<file path="config.mk">
export PLATFORM = sky130hd
export DESIGN_NAME = aes_key_expand_flat
export DESIGN_NICKNAME = d
export VERILOG_FILES = /design/src/rtl/aes_pkg.sv /design/src/rtl/aes_key_expand_if.sv /design/src/rtl/aes_key_step.sv /design/src/rtl/aes_sbox.sv /design/src/rtl/aes_key_expand.sv /design/src/flat_wrapper.sv
export SDC_FILE = /design/constraint.sdc
export NUM_CORES = 1
export LEC_CHECK = 0
export BUFFER_PORTS_ARGS = -buffer_cell sky130_fd_sc_hd__buf_2
export CAP_MARGIN = 40
export CORE_ASPECT_RATIO = 1.2
export CORE_MARGIN = 8
export CORE_UTILIZATION = 47
export DETAILED_ROUTE_END_ITERATION = 8
export MAX_ROUTING_LAYER = met4
export PLACE_DENSITY = 0.76
export SYNTH_ARGS = -nofsm -noshare
export SYNTH_HDL_FRONTEND = slang
export SYNTH_SLANG_ARGS = --single-unit
</file>
<file path="constraint.sdc">
create_clock -name clk -period 4.4 [get_ports clk]
set_clock_uncertainty 0.2 [all_clocks]
set_input_delay 0.44 -clock clk [delete_from_list [all_inputs] [get_ports clk]]
set_output_delay 0.44 -clock clk [all_outputs]
set_load 0.02 [all_outputs]
</file>
<file path="src/rtl/aes_pkg.sv">
// rtl/aes_pkg.sv - shared AES constants, GF(2^8) helpers and key-expansion state type
package aes_pkg;

  localparam int AES_NR128 = 10;

  typedef enum logic [0:0] {KX_IDLE, KX_EMIT} kx_state_t;

  // Multiply by x in GF(2^8) modulo x^8+x^4+x^3+x+1.
  function automatic logic [7:0] xtime(input logic [7:0] x);
    return {x[6:0], 1'b0} ^ (x[7] ? 8'h1b : 8'h00);
  endfunction

  function automatic logic [31:0] rot_word(input logic [31:0] w);
    return {w[23:0], w[31:24]};
  endfunction

endpackage

</file>
<file path="src/rtl/aes_key_expand_if.sv">
// rtl/aes_key_expand_if.sv - key load request and round-key handshake bundle
interface aes_key_expand_if;

  logic         start;
  logic [127:0] key_in;
  logic         rk_valid;
  logic         rk_ready;
  logic [127:0] rk_out;
  logic [3:0]   rk_idx;
  logic         busy;
  logic         done;

  // master: key loader / round datapath side; slave: the key expander
  modport master (
    output start, key_in, rk_ready,
    input  rk_valid, rk_out, rk_idx, busy, done
  );

  modport slave (
    input  start, key_in, rk_ready,
    output rk_valid, rk_out, rk_idx, busy, done
  );

endinterface

</file>
<file path="src/rtl/aes_key_step.sv">
// rtl/aes_key_step.sv - one AES-128 key schedule step: round key n -> round key n+1
module aes_key_step
  import aes_pkg::*;
(
  input  logic [127:0] rk,
  input  logic [7:0]   rcon,
  output logic [127:0] next_key
);

  logic [31:0] w0, w1, w2, w3;
  logic [31:0] rw, sw, t;
  logic [31:0] n0, n1, n2, n3;

  assign {w0, w1, w2, w3} = rk;
  assign rw = rot_word(w3);

  genvar g;
  generate
    for (g = 0; g < 4; g++) begin : g_sbox
      aes_sbox u_sbox (
        .a (rw[8*g +: 8]),
        .y (sw[8*g +: 8])
      );
    end
  endgenerate

  assign t  = sw ^ {rcon, 24'h0};
  // Each new word chains off the previous new word, so this is a 4-deep XOR ripple.
  assign n0 = w0 ^ t;
  assign n1 = w1 ^ n0;
  assign n2 = w2 ^ n1;
  assign n3 = w3 ^ n2;

  assign next_key = {n0, n1, n2, n3};

endmodule

</file>
<file path="src/rtl/aes_sbox.sv">
// rtl/aes_sbox.sv - combinational AES forward S-box lookup
module aes_sbox (
  input  logic [7:0] a,
  output logic [7:0] y
);

  // Row r holds entries 16*r .. 16*r+15; element 0 sits at the MSB end.
  localparam logic [0:255][7:0] SBOX = {
    128'h637c777bf26b6fc53001672bfed7ab76,
    128'hca82c97dfa5947f0add4a2af9ca472c0,
    128'hb7fd9326363ff7cc34a5e5f171d83115,
    128'h04c723c31896059a071280e2eb27b275,
    128'h09832c1a1b6e5aa0523bd6b329e32f84,
    128'h53d100ed20fcb15b6acbbe394a4c58cf,
    128'hd0efaafb434d338545f9027f503c9fa8,
    128'h51a3408f929d38f5bcb6da2110fff3d2,
    128'hcd0c13ec5f974417c4a77e3d645d1973,
    128'h60814fdc222a908846eeb814de5e0bdb,
    128'he0323a0a4906245cc2d3ac629195e479,
    128'he7c8376d8dd54ea96c56f4ea657aae08,
    128'hba78252e1ca6b4c6e8dd741f4bbd8b8a,
    128'h703eb5664803f60e613557b986c11d9e,
    128'he1f8981169d98e949b1e87e9ce5528df,
    128'h8ca1890dbfe6426841992d0fb054bb16
  };

  assign y = SBOX[a];

endmodule

</file>
<file path="src/rtl/aes_key_expand.sv">
// rtl/aes_key_expand.sv - iterative AES-128 key expansion emitting round keys 0..10 on a valid/ready handshake
module aes_key_expand
  import aes_pkg::*;
#(
  parameter int ROUNDS = AES_NR128
) (
  input  logic               clk,
  input  logic               rst,
  aes_key_expand_if.slave    kx
);

  localparam logic [3:0] LAST_IDX = 4'(ROUNDS);

  kx_state_t    state;
  logic         rk_valid;
  logic [127:0] rk_out;
  logic [3:0]   rk_idx;
  logic [7:0]   rcon;
  logic         busy;
  logic         done;
  logic [127:0] next_key;

  aes_key_step u_step (
    .rk       (rk_out),
    .rcon     (rcon),
    .next_key (next_key)
  );

  // All outputs are registered, so rk_ready never reaches rk_valid/rk_out/rk_idx combinationally.
  always_ff @(posedge clk) begin
    if (rst) begin
      state    <= KX_IDLE;
      rk_valid <= 1'b0;
      rk_out   <= '0;
      rk_idx   <= '0;
      rcon     <= 8'h01;
      busy     <= 1'b0;
      done     <= 1'b0;
    end else begin
      done <= 1'b0;
      case (state)
        KX_IDLE: begin
          if (kx.start) begin
            state    <= KX_EMIT;
            rk_out   <= kx.key_in;
            rk_idx   <= '0;
            rcon     <= 8'h01;
            rk_valid <= 1'b1;
            busy     <= 1'b1;
          end
        end
        KX_EMIT: begin
          if (rk_valid && kx.rk_ready) begin
            if (rk_idx == LAST_IDX) begin
              state    <= KX_IDLE;
              rk_valid <= 1'b0;
              busy     <= 1'b0;
              done     <= 1'b1;
            end else begin
              rk_out <= next_key;
              rk_idx <= rk_idx + 4'd1;
              rcon   <= xtime(rcon);
            end
          end
        end
      endcase
    end
  end

  assign kx.rk_valid = rk_valid;
  assign kx.rk_out   = rk_out;
  assign kx.rk_idx   = rk_idx;
  assign kx.busy     = busy;
  assign kx.done     = done;

endmodule

</file>
<file path="src/flat_wrapper.sv">
// flat-port wrapper written by rule: the top's interface ports become plain ports
module aes_key_expand_flat import aes_pkg::*;
#(
  parameter int ROUNDS = AES_NR128
)
  (clk, rst, kx_start, kx_key_in, kx_rk_ready, kx_rk_valid, kx_rk_out, kx_rk_idx, kx_busy, kx_done);
  aes_key_expand_if kx_i ();
  input  logic clk;
  input  logic rst;
  input wire logic [$bits(kx_i.start)-1:0] kx_start;
  input wire logic [$bits(kx_i.key_in)-1:0] kx_key_in;
  input wire logic [$bits(kx_i.rk_ready)-1:0] kx_rk_ready;
  output wire logic [$bits(kx_i.rk_valid)-1:0] kx_rk_valid;
  output wire logic [$bits(kx_i.rk_out)-1:0] kx_rk_out;
  output wire logic [$bits(kx_i.rk_idx)-1:0] kx_rk_idx;
  output wire logic [$bits(kx_i.busy)-1:0] kx_busy;
  output wire logic [$bits(kx_i.done)-1:0] kx_done;
  assign kx_i.start = kx_start;
  assign kx_i.key_in = kx_key_in;
  assign kx_i.rk_ready = kx_rk_ready;
  assign kx_rk_valid = kx_i.rk_valid;
  assign kx_rk_out = kx_i.rk_out;
  assign kx_rk_idx = kx_i.rk_idx;
  assign kx_busy = kx_i.busy;
  assign kx_done = kx_i.done;
  aes_key_expand #(.ROUNDS(ROUNDS)) u_core (.clk(clk), .rst(rst), .kx(kx_i));
endmodule
</file>
==> impl_results.md <==
* Syn Inst Count at ~3.3k
* Top FF cell, synth: dfxtp_1
* Final ANT Viol Nets at 0
* CTS Buf Count at 17
* Area leader, netlist: dfxtp_1
* Max Root-Sink Buffers at 2
* Met1 Routed Length at about 44,000 microns
* Rows at 90
* Wirelength, routed at about 120,000 microns
* Nets at between 3k and 4k
* HP Start: kx_key_in[11]
* Status: complete, no violations
* Initial DRT Pass Iterations at 8
* Syn_nets at around 3.5k
* Count leader, synth: nand2_1
* Via-to-Cell Ratio at approximately 7
* VDD IR-drop max at about 0.29 mV
* Worst-skew pair later-pin latency at ~0.48 ns
* Worst-Margin Slew at between 0.8 and 0.9 ns
* Largest net degree at the start of global routing at approximately 140
* RR Endpoint: u_core.kx.rk_out[19]
* Yosys warning count at 0
* Final period util at a little over nine tenths
* Avg Inst Size Synth at a little over 7 sq um
* Final worst path period need at between 4 and 5 ns
* Register area share after synthesis at about an eighth
* Top cells by count, synth: nand2_1 (296), a21oi_1 (270), o21ai_0 (251)
* Hold path cells at 3
* Number of cells upsized or downsized after cts at 0
* GRT Total Usage at 39.6%
* Initial core utilization at 47.4%
* Worst setup EP type: flip-flop
* WP data required at between 4 and 5 ns
* CTS H-Tree Depth at 4
* DR top layer: met4
* Vias in the first global route at roughly 27k
* Synth async-reset ratio at 0%
* First-pass GRT wire length at around 180,000 microns
* Die footprint at slightly below 60,000 sq um
* DR vias at 29.5k
* Initial antenna violation count at 12
* Hold Path Sink: u_core.kx.rk_out[11]
* Final-report hold violation count at 0
* Worst r2r path cells at 13
* Hold_buf cts at 0
* EDFF count, synth at 0
* CTS clock-pin slew for the worst setup and hold paths at about 0.09 ns
* Slew headroom at 41.6%
* #FFs+latches synth at between 100 and 150
* CTS root buf: clkbuf_16
* Mapped Area at 23,700 sq um
* Final-report setup violation count at 0
* I/O pin count at about 270
* Maxcap violations at 0
* Yosys top cell area share at between 10% and 20%
* Die height at about 260 microns
* Max-slew violations at 0
* Power Dens Cells at approximately 340 nW/um^2
* Drt initial violations at approximately 4.1k
* CTS Sinks at around 140
* Die width at 221 microns
* Buffers on Ports at around 270
* Worst reg2reg setup slack at about 0.13 ns
* Synth unique cells at 107
* Residual DRC at 0
* Achievable frequency at 234 MHz
* Worst Setup Start Kind: flip-flop
* Critical path launch point: u_core.kx.rk_out[9]
* Worst setup path category: flip-flop to flip-flop
* DP Wirelength at roughly 86,000 microns
* Layout cell share with drive strength beyond 1 at 20.8%
* Reg2reg start: u_core.kx.rk_out[9]
* Setup bufs post-CTS at 0
* Final instance area at ~27,000 sq um
* Core outline area at 50,000 sq um
* Routed wl met2 at between 50,000 and 60,000 microns
* P&R area growth vs syn at 12.3%
* WL/cell at 28.7 microns
* Grt ovf at 0
* CTS tree: yes
* Final Wtd Congestion at ~1.1
* Synth area leaders: dfxtp_1 (12%), mux4_2 (7.8%), a21oi_1 (5.7%)
* Crit Path Max Fanout at 15
* Leak at a little over 10 nW
* DP Area at around 26,000 sq um
* Met3 Wirelength at 13,900 microns
* Setup_tns at 0 ns
* Hold WC Path Type: input pin to flip-flop
* Arrival time at the worst endpoint at between 4 and 5 ns
[cell type report]
type                    count  area (sq um)
diodes                     12          30.0
flip-flops and latches    143          2900
fillers                  5066         23400
repair buffers            476          3130
inverters                  56           213
well taps                 644           806
clock inverters            15           184
multi-input cells        2752         18900
clock buffers              17           425
[kinds of logic (layout without fill, tap and decap cells)]
kind of cell / Yosys count / after routing / synth area share (%)
AND/OR/NAND/NOR: 1239 / 1239 / 26.6
AO/OA/AOI/OAI: 1178 / 1178 / 33.4
buffers and inverters: 446 / 564 / 8.29
multiplexers: 150 / 150 / 10.8
flip-flops: 143 / 143 / 12.1
XOR/XNOR: 122 / 122 / 5.44
adder cells (fa/ha/maj): 63 / 63 / 3.32
other: 0 / 12 / 0
[metrics by stage]
stage / hold slack, ns / setup slack (ns) / cells / power (mW) / util [%]
floorplan: 0.257 / 0.194 / 3341 / 5.46 / -
global placement: 0.265 / 0.144 / 4069 / 7.39 / 51.8
detailed placement: 0.280 / 0.152 / 4070 / 7.36 / 51.9
CTS: 0.0172 / 0.126 / 4102 / 8.95 / 53.1
finish: 0.0318 / 0.131 / 4115 / 9.17 / 53.2
global route: 0.0525 / -0.00576 / 4115 / 9.53 / 53.2
[flip-flops by register name (all words and copies together), names as in the netlist]
register / flops
u_core.kx.rk_valid: 1
u_core.kx.done: 1
u_core.state: 1
u_core.kx.rk_idx: 4
u_core.kx.rk_out: 128
u_core.rcon: 8
[power breakdown]
group          internal, mW  switching [mW]  leakage, nW
registers              1.42           0.303         1.18
logic                  2.27            3.57         8.63
clock network         0.778           0.832        0.298
[routing by layer]
layer	up-vias	global-route usage, %
met2	2169	60.2
met5	-	-
met3	463	9.64
met4	0	21.8
li1	12800	-
met1	14100	48.3
[worst max-delay path: stages (launching register included)]
cell	delay, ns
dfxtp_1	0.46
inv_2	0.07
buf_4	0.21
ha_1	0.41
or2_4	0.38
and2_0	0.17
mux4_2	0.51
a221oi_2	0.38
a211oi_1	0.13
a2111oi_4	0.55
buf_4	0.22
xnor2_1	0.15
mux2i_1	0.21
a221oi_1	0.08
[worst max-delay path by stage]
| stage | endpoint | slack (ns) | cells after the start |
|---|---|---|---|
| 3_5_place_dp | u_core.kx.rk_out[19] | 0.15 | 13 |
| 3_3_place_gp | u_core.kx.rk_out[19] | 0.14 | 12 |
| 5_1_grt | u_core.kx.rk_out[19] | -0.006 | 13 |
| 2_1_floorplan | u_core.kx.rk_out[56] | 0.19 | 13 |
| 4_1_cts | u_core.kx.rk_out[19] | 0.13 | 13 |
| 6_report | u_core.kx.rk_out[19] | 0.13 | 13 |
[placed cells by master (no fill, tap or decap), types with 50 or more instances in the layout]
cell type / count
o21ai_0: 251
nand3_1: 119
o211ai_1: 50
xnor2_1: 65
nand2b_1: 107
nor2b_1: 105
buf_2: 265
nor3_1: 116
nand2_1: 294
a31oi_1: 88
ha_1: 62
a211oi_1: 64
a21oi_1: 270
mux4_2: 82
buf_4: 192
dfxtp_1: 126
nor2_1: 236
No activity file was read; power rests on OpenSTA's default activity.
